--- src/rtl/regs_port_arbiter.sv ---
// Round-robin arbiter sharing the PWM register file byte port between the host
// bridge (m0) and the config sequencer (m1), with an optional pair lock.
module regs_port_arbiter #(
  parameter int LOCK_TIMEOUT = 16
) (
  input  logic       clk,
  input  logic       rst,
  input  logic       m0_req,
  input  logic       m0_we,
  input  logic [5:0] m0_addr,
  input  logic [7:0] m0_wdata,
  input  logic       m0_lock,
  output logic       m0_gnt,
  output logic       m0_rvalid,
  output logic [7:0] m0_rdata,
  input  logic       m1_req,
  input  logic       m1_we,
  input  logic [5:0] m1_addr,
  input  logic [7:0] m1_wdata,
  input  logic       m1_lock,
  output logic       m1_gnt,
  output logic       m1_rvalid,
  output logic [7:0] m1_rdata,
  output logic       lock_err,
  output logic       read,
  output logic       write,
  output logic [5:0] addr,
  output logic [7:0] data_write,
  input  logic [7:0] data_read
);

  localparam int CW = (LOCK_TIMEOUT < 2) ? 1 : $clog2(LOCK_TIMEOUT + 1);
  localparam logic [CW-1:0] TO = CW'(LOCK_TIMEOUT);

  typedef enum logic [1:0] {IDLE, ACCESS, RDATA} state_t;

  state_t        state, state_nxt;
  logic          last, last_n;     // master granted most recently
  logic          held, held_n;
  logic          owner, owner_n;
  logic          cur, cur_n;       // master whose access is in flight
  logic [CW-1:0] cnt, cnt_n;
  logic [CW-1:0] cnt_inc;

  logic       g0_n, g1_n, rv0_n, rv1_n, lerr_n, read_n, write_n;
  logic [7:0] rd0_n, rd1_n, wd_n;
  logic [5:0] addr_n;
  logic       e0, e1, win, owner_req, win_we;

  always_comb begin
    e0        = m0_req && (!held || !owner);
    e1        = m1_req && (!held || owner);
    win       = (e0 && e1) ? ~last : e1;
    owner_req = owner ? m1_req : m0_req;
    win_we    = win ? m1_we : m0_we;
    cnt_inc   = cnt + 1'b1;
  end

  always_comb begin
    state_nxt = state;
    g0_n      = 1'b0;
    g1_n      = 1'b0;
    rv0_n     = 1'b0;
    rv1_n     = 1'b0;
    lerr_n    = 1'b0;
    read_n    = 1'b0;
    write_n   = 1'b0;
    rd0_n     = m0_rdata;
    rd1_n     = m1_rdata;
    addr_n    = addr;
    wd_n      = data_write;
    last_n    = last;
    held_n    = held;
    owner_n   = owner;
    cur_n     = cur;
    cnt_n     = cnt;
    case (state)
      IDLE: begin
        if (e0 || e1) begin
          state_nxt = ACCESS;
          g0_n      = !win;
          g1_n      = win;
          write_n   = win_we;
          read_n    = !win_we;
          addr_n    = win ? m1_addr : m0_addr;
          wd_n      = win ? m1_wdata : m0_wdata;
          cur_n     = win;
          last_n    = win;
          held_n    = win ? m1_lock : m0_lock;
          owner_n   = win;
          cnt_n     = '0;
        end else if (LOCK_TIMEOUT != 0 && held && !owner_req) begin
          if (cnt_inc == TO) begin
            // Forced release: hand the next tie to the other master.
            held_n = 1'b0;
            lerr_n = 1'b1;
            last_n = owner;
            cnt_n  = '0;
          end else begin
            cnt_n = cnt_inc;
          end
        end
      end
      ACCESS: state_nxt = write ? IDLE : RDATA;
      RDATA: begin
        state_nxt = IDLE;
        if (cur) begin
          rv1_n = 1'b1;
          rd1_n = data_read;
        end else begin
          rv0_n = 1'b1;
          rd0_n = data_read;
        end
      end
      default: state_nxt = IDLE;
    endcase
  end

  always_ff @(posedge clk or posedge rst) begin
    if (rst) begin
      state      <= IDLE;
      last       <= 1'b1;
      held       <= 1'b0;
      owner      <= 1'b0;
      cur        <= 1'b0;
      cnt        <= '0;
      m0_gnt     <= 1'b0;
      m1_gnt     <= 1'b0;
      m0_rvalid  <= 1'b0;
      m1_rvalid  <= 1'b0;
      m0_rdata   <= '0;
      m1_rdata   <= '0;
      lock_err   <= 1'b0;
      read       <= 1'b0;
      write      <= 1'b0;
      addr       <= '0;
      data_write <= '0;
    end else begin
      state      <= state_nxt;
      last       <= last_n;
      held       <= held_n;
      owner      <= owner_n;
      cur        <= cur_n;
      cnt        <= cnt_n;
      m0_gnt     <= g0_n;
      m1_gnt     <= g1_n;
      m0_rvalid  <= rv0_n;
      m1_rvalid  <= rv1_n;
      m0_rdata   <= rd0_n;
      m1_rdata   <= rd1_n;
      lock_err   <= lerr_n;
      read       <= read_n;
      write      <= write_n;
      addr       <= addr_n;
      data_write <= wd_n;
    end
  end

endmodule

--- config.mk ---
export PLATFORM = sky130hd
export DESIGN_NAME = regs_port_arbiter
export DESIGN_NICKNAME = d
export VERILOG_FILES = /design/src/rtl/regs_port_arbiter.sv
export SDC_FILE = /design/constraint.sdc
export NUM_CORES = 1
export LEC_CHECK = 0
export CAP_MARGIN = 5
export CORE_MARGIN = 3
export CORE_UTILIZATION = 50
export DETAILED_ROUTE_END_ITERATION = 12
export DONT_BUFFER_PORTS = 1
export PLACE_DENSITY = 0.7
export SLEW_MARGIN = 20
export SYNTH_ARGS = -nofsm -noshare
export SYNTH_HDL_FRONTEND = slang
export SYNTH_SLANG_ARGS = --single-unit
--- constraint.sdc ---
create_clock -name clk -period 2.35 [get_ports clk]
set_input_delay 0.47 -clock clk [delete_from_list [all_inputs] [get_ports clk]]
set_output_delay 0.47 -clock clk [all_outputs]
set_load 0.05 [all_outputs]
### After elaboration in Yosys (flattened, before gate mapping)

Index checks and enable logic that the tools add are counted.

* flip-flop bits (word level): 47
* logic and storage cells: 77

* $add $sub $neg: 1
* muxes and demuxes: 34
* equality and inequality tests: 4
* reduce and logical (&&, ||, !) cells: 20
* bitwise gates (word level): 2

Operators by type and width (number)
* $mux W1: 26
* $mux W5: 3
* $mux W8: 1
* $reduce_and A2 Y1: 4
* $mux W6: 1
* $add A5 B1 Y5 const B: 1
* $eq A5 B5 Y1 const B: 1
* $logic_not A1 Y1: 5
* $logic_and A1 B1 Y1: 4
* $mux W2: 2
* $pmux W2 S2: 1
* $reduce_bool A2 Y1: 2
* $logic_or A1 B1 Y1: 3
* $reduce_and A3 Y1: 1
* $eq A2 B1 Y1 const B: 1
* $eq A2 B2 Y1 const B: 1
* $logic_not A2 Y1: 1
* $ne A2 B2 Y1 const B: 1
* $not A1 Y1: 2

### Depth between registers and ports, before layout

Gate-level depths: netlist of the first run.

* depth in word-level cells: 9
* mapped depth: 7
* gate-level depth less buffers: 6

### Least setup slack after synthesis of the first run

Ideal clock, no wire load.

* path type: reg2reg
* start point: register held
* end point: register held
* arrival: 1.538 ns
* required time: 2.225 ns
* path buffers: 2
* cell stages (with the launch flop): 7
* setup slack: 0.687 ns
* cell sequence: dfrtp_1 buf_4 and2_1 o21ai_1 buf_4 mux2_2 mux2_4

* longest elaborated chain between the ends: 7
* elaborated cells on any way between the ends: 14
* classes of those cells: mux: 3; reduce/logical: 11

Ends and longest elaborated chain
* start: declaration: line 39 `logic held, held_n;`
* start signal: assignment: line 141 `held <= held_n;`
* $logic_not A1 Y1: line 51, 52
* $logic_or A1 B1 Y1, on equally long branches: line 51, 52
* $logic_and A1 B1 Y1, on equally long branches: line 51, 52
* $logic_and A1 B1 Y1: line 53 `win = (e0 && e1) ? ~last : e1;`
* $mux W1: line 53
* $mux W1: line 89 `held_n = win ? m1_lock : m0_lock;`
* $mux W1: line 79 `if (e0 || e1) begin`

Several ways; a longest one is shown, not always the timed one.
A chain may end at the register's enable or synchronous reset.

==> flow_summary.toml, run 1 <==
[run_status]
status = "finished clean"

[timing]
max_slew_margin = 0.645
setup_viol = 0
setup_tns_ns = 0
hold_viol = 0
rsz0062_at_grt = "no"
min_period_over_period = 0.755
tightest_slew_ns = 0.531
fin_skew_ns = 0.00759
drv_slew = 0
fin_crit_ns = 1.77
max_freq_mhz = 563

[critical_path]
rr_endpoint = "held"
timing.rr.start = "cur"
critical_path_class = "reg2reg"
setup.worst_path.start = "cur"
crit_path_max_fanout = 14
reg2reg_depth = 6
arrival_ns = 1.96
startpoint_type = "flip-flop"
reg2reg_slack_ns = 0.58
cp_data_required_time_ns = 2.53
end_kind = "flip-flop"

[logic_synthesis]
ys_seq_elements = 47
syn_area_mm2 = 0.00205
synthArstFlopShare = 1.00
yosys-top-cells-area = "dfrtp_1 56%, mux2i_1 7.8%, nand2_1 5.9%, mux2_2 4.9%, a21oi_1 4.6%"
synthCells = 189
synthFlopType = "dfrtp_1"
yosysTopAreaCell = "dfrtp_1"
synth.avg_cell_area_um2 = 10.8
ys_top_cells_by_count = "46 x dfrtp_1, 32 x nand2_1, 19 x a21oi_1, 19 x nor2_1, 16 x mux2i_1"
yosysMostFrequentCell = "dfrtp_1"
synth_top_area_share = 0.562
syn_nets = 234
synth_edf_count = 0
ys_warn_count = 0
ys_types = 34
ys_seq_area_frac = 0.574

[clock_network]
cts_hold_buf = 0
clk_pin_slew_worst_paths_ns = 0.09
cts_buffers = 5
cts-resized-gates = 0
cts_buffer_depth = 2
h-tree-depth = 2
cts.sinks = 47
cts_setup_buffers = 0
clock_latency_ns = 0.30
clockRootBuffer = "clkbuf_8"
cts_tree = "yes"

[routing]
drtIter0Drc = 67
wl_um = 4120
drc_errors = 0
vias_per_cell = 5.70
postRouteAntennaNets = 0
num_vias = 1379
drtPass1Iterations = 5
wire_per_inst_um = 17.0

[global_routing]
grt_max_degree = 26
grt_pass1_wl_um = 6740
antenna_found_initial = 0
grt_overflow = 0
track_usage = 0.173
grt_pass1_vias = 1399

[layout]
drive_above_1_share = 0.149
syn2layout_area_growth_pct = 7.75
antennaDiodeCount = 0
final_nets = 238

[flow_run]
cap_viol_max_count = 0

[placed_design]
gp_congestion = 0.917
hpwl_um = 3110
io_buffers = 0

[power_and_ir_drop]
powerDensity_mw_per_mm2 = 1750
p_leak_nw = 1.05
vdd_ir_drop_max_uv = 755
power_mw = 3.87

[die]
ioPinCount = 81
core-area_mm2 = 0.00380
dieArea_mm2 = 0.00490
die_h_um = 70.0
initial_utilization = 0.540
fp.dieW_um = 70.0
core.rowCount = 22

[worst_hold_path]
hold_path.class = "in2async"
[layer usage]
| layer | track usage | vias up | wire length [um] |
|---|---|---|---|
| met5 | 0 | - | 0 |
| met4 | 0.0681 | 0 | 64 |
| met3 | 0.0676 | 9 | 445 |
| met2 | 0.288 | 84 | 2060 |
| met1 | 0.201 | 636 | 1550 |
| li1 | - | 650 | - |
[layout by cell type (no fill, tap or decap), types with 2 or more instances in the layout]
| cell | n |
|---|---|
| a21o_1 | 2 |
| a21oi_1 | 19 |
| a41oi_1 | 2 |
| and2_1 | 3 |
| buf_4 | 3 |
| clkbuf_8 | 6 |
| dfrtp_1 | 46 |
| inv_1 | 3 |
| inv_2 | 2 |
| mux2_2 | 9 |
| mux2_4 | 2 |
| mux2i_1 | 16 |
| nand2_1 | 32 |
| nand3_1 | 3 |
| nor2_1 | 19 |
| nor3_1 | 2 |
| nor3b_1 | 2 |
| o21ai_0 | 4 |
| or3_1 | 2 |
[power by group]
group	total, mW	switching, mW	internal, mW
Combinational	0.886	0.473	0.413
Sequential	2.46	1.31	1.15
Clock	0.518	0.278	0.240
Total	3.87	2.06	1.81
[critical path, stage by stage (launching register included)]
cell      delay (ns)
dfrtp_1         0.45
mux2i_1         0.35
a21oi_1         0.13
nand2_2         0.10
inv_2           0.11
o21bai_4        0.21
mux2_4          0.31
[per-stage QoR]
step	hold slack, ns	instance area (um2)	util	cells	setup slack [ns]
3_3_place_gp	0.406	2110	0.555	234	0.672
3_5_place_dp	0.428	2110	0.555	234	0.581
6_report	0.0838	2210	0.581	242	0.575
2_1_floorplan	0.466	2050	-	189	0.687
4_1_cts	0.0992	2210	0.581	242	0.574
5_1_grt	0.121	2210	0.581	242	0.460
[sequential cells by signal, summed over array words and instances, names as in the netlist, 2 cells and up]
| register | flops |
|---|---|
| m0_rdata | 8 |
| data_write | 8 |
| cnt | 5 |
| state | 2 |
| addr | 6 |
| m1_rdata | 8 |
[final cells by class]
cell class,instances,area (um2)
Clock inverter,2,16.3
Inverter,6,22.5
Timing Repair Buffer,4,42.5
Multi-Input combinational cell,129,807
Clock buffer,6,82.6
Fill cell,306,1590
Sequential cell,47,1180
Tap cell,48,60.1
[worst max-delay path by stage]
| stage | endpoint | slack, ns | cells after the start |
|---|---|---|---|
| after floorplan | held | 0.69 | 6 |
| after global placement | held | 0.67 | 6 |
| after detailed placement | held | 0.58 | 6 |
| after CTS | held | 0.57 | 6 |
| after global routing | data_write[0] | 0.46 | 5 |
| final | held | 0.58 | 6 |
[kinds of logic (layout without fill, tap and decap cells)]
family          after synthesis  in the layout  share of synthesized area
fa+ha+maj                     1              1                    0.00610
flops                        47             47                      0.574
buf+inv                      13             18                     0.0336
simple gates                 70             70                      0.153
compound gates               31             31                     0.0910
mux                          27             27                      0.142
(Power assumes the default switching activity.)
==> run 2, diff against run 1 <==
Clock period 2.35 ns to 1.85 ns, I/O delays scaled along.
==> run 2 against run 1 <==
  * Maximum frequency is 5.9% higher
  * Combinational power is 34% higher
  * Design area is 1.9% higher
  * Sequential power is 27% higher
  * Routed wire length is 2.7% higher
  * Largest cell class unchanged
  * Largest power group unchanged
==> flow_summary.toml, run 2 (synthesis results as in run 1) <==
[clock_network]
clock_latency_ns = 0.30
cts_setup_buffers = 0
clockRootBuffer = "clkbuf_8"
clk_pin_slew_worst_paths_ns = 0.08
cts.sinks = 47
cts_tree = "yes"
cts_buffers = 5
h-tree-depth = 2
cts_buffer_depth = 2

[routing]
wire_per_inst_um = 17.1
postRouteAntennaNets = 0
wl_met1_um = 1560
wl_um = 4230
drtPass1Iterations = 4
vias_per_cell = 5.71
num_vias = 1410
top_layer_used = "met4"
met3RoutedLength_um = 422
wl_met2_um = 2140
drc_errors = 0
drtIter0Drc = 56

[global_routing]
grt_overflow = 0
antenna_found_initial = 0
track_usage = 0.183
grt_pass1_wl_um = 7090
grt_max_degree = 21
grt_pass1_vias = 1522

[timing]
setup_viol = 0
drv_slew = 0
tightest_slew_ns = 0.518
setup_tns_ns = 0
max_freq_mhz = 597
fin_crit_ns = 1.68
max_slew_margin = 0.655
min_period_over_period = 0.906
rsz0062_at_grt = "no"
hold_viol = 0
whs_ns = 0.172
fin_skew_ns = 0.00168

[die]
dieArea_mm2 = 0.00490
core.rowCount = 22
die_h_um = 70.0
core-area_mm2 = 0.00380
initial_utilization = 0.540
ioPinCount = 81
fp.dieW_um = 70.0

[layout]
instances_no_fill = 247
syn2layout_area_growth_pct = 9.83
layout_commonest_cell = "dfrtp_1"
reg_top3 = "data_write (8), m0_rdata (8), m1_rdata (8)"
antennaDiodeCount = 0
final_cell_mix = "46 x dfrtp_1, 32 x nand2_1, 19 x a21oi_1, 19 x nor2_1, 16 x mux2i_1"
drive_above_1_share = 0.166
final_nets = 244

[placed_design]
placed_cells = 239
gp_congestion = 0.860
io_buffers = 0
hpwl_um = 3260

[critical_path]
cp_data_required_time_ns = 2.09
crit_path_max_fanout = 13
end_kind = "flip-flop"
arrival_ns = 1.92
critical_path_class = "reg2reg"
startpoint_type = "flip-flop"

[worst_hold_path]
hold_path.class = "in2reg"

[power_and_ir_drop]
p_leak_nw = 1.08
powerDensity_mw_per_mm2 = 2240
vdd_ir_drop_max_uv = 1040

[flow_run]
cap_viol_max_count = 0

[run_status]
status = "finished clean"
-- run 2: changes by cell type in the layout (fill, tap and decap cells not counted), sizes merged --
| cell | before | now |
|---|---|---|
| clkbuf | 6 | 5 |
| bufinv | 0 | 1 |
| dlygate4sd3 | 0 | 1 |
| clkinv | 2 | 1 |
| buf | 4 | 9 |
-- run 2: metrics by stage --
stage / util / setup slack, ns / area, um2 / total power, mW
2_1_floorplan: - / 0.187 / 2050 / 4.03
3_3_place_gp: 0.562 / 0.274 / 2130 / 4.26
3_5_place_dp: 0.562 / 0.210 / 2130 / 4.37
6_report: 0.593 / 0.174 / 2250 / 5.04
5_1_grt: 0.593 / 0.0534 / 2250 / 5.34
4_1_cts: 0.593 / 0.194 / 2250 / 5.10
-- run 2: final timing paths --
path	from	end	slack, ns	depth (start not counted)
setup / recovery	held	read	0.17	5
min in group asynchronous	rst	m1_rdata[5]	0.52	2
hold / removal	data_read[4]	m1_rdata[4]	0.17	2
max in group asynchronous	rst	cur	0.79	3
hold reg to reg	state[1]	state[1]	0.51	1
setup reg to reg	held	read	0.17	5
-- run 2: power breakdown --
| group | internal, mW | switching [mW] | total [mW] |
|---|---|---|---|
| combinational | 0.569 | 0.620 | 1.19 |
| sequential | 1.46 | 1.67 | 3.13 |
| clock | 0.395 | 0.327 | 0.721 |
| total | 2.43 | 2.61 | 5.04 |
-- run 2: worst max-delay path, stage by stage (launching register included) --
cell and delay [ns]:
dfrtp_1 0.48, and2_1 0.22, o21ai_2 0.19, buf_4 0.27, mux2i_1 0.29, and2_1 0.16
-- run 2: repair_timing --
action | 4_1_cts | 5_1_grt
hold buffers | 1 | 0
endpoints found under the hold margin | 17 | 0
gates resized for setup | 0 | 0
-- run 2: routing by layer --
metal	GRT usage	up-vias
met5	0	-
met4	0.100	0
met3	0.0619	9
met2	0.305	66
li1	-	660
met1	0.205	675
-- run 2: area by class of cell --
type / instances / area [um2]
clock buffer: 5 / 68.8
multi-input combinational: 129 / 807
sequential: 47 / 1180
clock inverter: 2 / 37.5
fill: 325 / 1550
tap: 48 / 60.1
timing repair buffer: 10 / 77.6
inverter: 6 / 22.5
==> run 3, diff against run 2 <==
Settings changed: GPL_TIMING_DRIVEN set to 0.
==> run 3 against run 2 <==
  * Clock skew is 0.0050 ns higher
  * Design area decreased by 0.17%
  * Register-to-register slack lost 0.07 ns
  * Clock power increased by 0.8%
  * Highest routed layer unchanged
  * The run now ends with hold timing left
  * Final cell count decreased by 0.81%
  * Clock-buffer cell count unchanged
  * Routed wire length grew 3.8%
  * Core utilization down 0.099 points
  * Power about the same
  * Critical path depth is 1 higher
  * Global-route usage rose by 0.44 points
  * Via count down 1.1%
==> flow_summary.toml, run 3 (synthesis results as in run 1) <==
[die]
core-area_mm2 = 0.00380
initial_utilization = 0.540
dieArea_mm2 = 0.00490
ioPinCount = 81
fp.dieW_um = 70.0
die_h_um = 70.0
core.rowCount = 22

[timing]
fin_skew_ns = 0.00667
setup_viol = 0
max_slew_margin = 0.637
fin_crit_ns = 1.75
min_period_over_period = 0.945
whs_ns = -0.00220
rsz0062_at_grt = "no"
tightest_slew_ns = 0.544
hold_viol = 2
drv_slew = 0
fin_ws_ns = 0.102
max_freq_mhz = 572

[placed_design]
post-place-ws_ns = 0.0994
gp_congestion = 0.844
io_buffers = 0
hpwl_um = 3250

[global_routing]
grt_overflow = 0
grt_pass1_vias = 1578
antenna_found_initial = 0
grt_max_degree = 26
grt_pass1_wl_um = 7340
track_usage = 0.188

[flow_run]
cap_viol_max_count = 0

[layout]
final_cell_mix = "46 x dfrtp_1, 32 x nand2_1, 19 x a21oi_1, 19 x nor2_1, 16 x mux2i_1"
seq_area_mm2 = 0.00118
syn2layout_area_growth_pct = 9.65
multi_input_area_um2 = 803
fill_cells = 318
final_nets = 242
drive_above_1_share = 0.157
layout_commonest_cell = "dfrtp_1"
reg_top3 = "data_write (8), m0_rdata (8), m1_rdata (8)"
utilization = 0.592
antennaDiodeCount = 0

[routing]
vias_per_cell = 5.69
drtIter0Drc = 78
drtPass1Iterations = 4
num_vias = 1394
wl_um = 4390
drc_errors = 0
postRouteAntennaNets = 0
wire_per_inst_um = 17.9

[critical_path]
critical_path_class = "reg2reg"
crit_path_max_fanout = 10
end_kind = "flip-flop"
arrival_ns = 1.93
startpoint_type = "flip-flop"
cp_data_required_time_ns = 2.03

[clock_network]
clock_latency_ns = 0.30
clockRootBuffer = "clkbuf_8"
h-tree-depth = 2
cts.sinks = 47
cts_buffer_depth = 2
cts_buffers = 5
cts_tree = "yes"
cts_hold_buf = 0
cts_setup_buffers = 0
clk_pin_slew_worst_paths_ns = 0.08

[worst_hold_path]
hold_path.class = "in2async"

[run_status]
violations = "hold timing"
status = "finished, violations left"

[power_and_ir_drop]
vdd_ir_drop_max_uv = 1000
p_leak_nw = 1.08
powerDensity_mw_per_mm2 = 2250
run 3: cell types whose count changed in the layout (fill, tap and decap cells not counted):
| cell | change |
|---|---|
| o21ai_1 | +1 |
| o21ai_2 | -1 |
| dlygate4sd3_1 | -1 |
| buf_2 | +4 |
| buf_4 | -8 |
| buf_6 | +2 |
| buf_16 | +1 |
run 3: final timing paths:
path / startpoint / cells past startpoint / slack, ns / to
worst max register to register: held / 6 / 0.10 / held
min in group clk: data_read[4] / 2 / 0.18 / m1_rdata[4]
worst min register to register: state[1] / 1 / 0.52 / state[1]
worst min-delay path: rst / 1 / -0.002 / m0_rvalid
max in group asynchronous: rst / 2 / 1.27 / last
worst max-delay path: held / 6 / 0.10 / held
run 3: report_power, final:
| part | switching, mW | internal (mW) | total (mW) |
|---|---|---|---|
| registers | 1.65 | 1.46 | 3.11 |
| logic | 0.648 | 0.560 | 1.21 |
| clock network | 0.332 | 0.395 | 0.727 |
run 3: cell type report:
| type | instances | area share |
|---|---|---|
| inverters | 6 | 0.0100 |
| repair buffers | 1 | 0.0122 |
| plain buffers | 7 | 0.0223 |
| flip-flops and latches | 47 | 0.524 |
| clock buffers | 5 | 0.0306 |
| well taps | 48 | 0.0267 |
| multi-input cells | 129 | 0.357 |
| clock inverters | 2 | 0.0167 |
run 3: what timing repair did:
item	CTS	global route
gates resized for setup	0	1
setup endpoints to repair	0	1
endpoints found under the hold margin	0	0
run 3: routing by layer:
metal | routed length [um] | track usage
met3 | 346 | 0.0590
met1 | 1780 | 0.215
met5 | 0 | 0
met4 | 53 | 0.0702
met2 | 2210 | 0.326
run 3: stage by stage:
stage	hold WS (ns)	cells	power, mW	TNS (ns)	area, um2
floorplan	0.466	189	4.03	0	2050
global placement	0.479	237	4.26	-2.06	2110
detailed placement	0.331	238	4.36	0	2140
CTS	0.00789	245	5.08	0	2240
global route	0.0311	245	5.34	0	2250
finish	-0.00220	245	5.05	0	2250
run 3: worst max-delay path, stage by stage (launching register included):
cell,delay [ns]
dfrtp_1,0.36
buf_4,0.16
and2_1,0.17
o21ai_1,0.17
buf_6,0.19
mux2_2,0.34
mux2_4,0.25
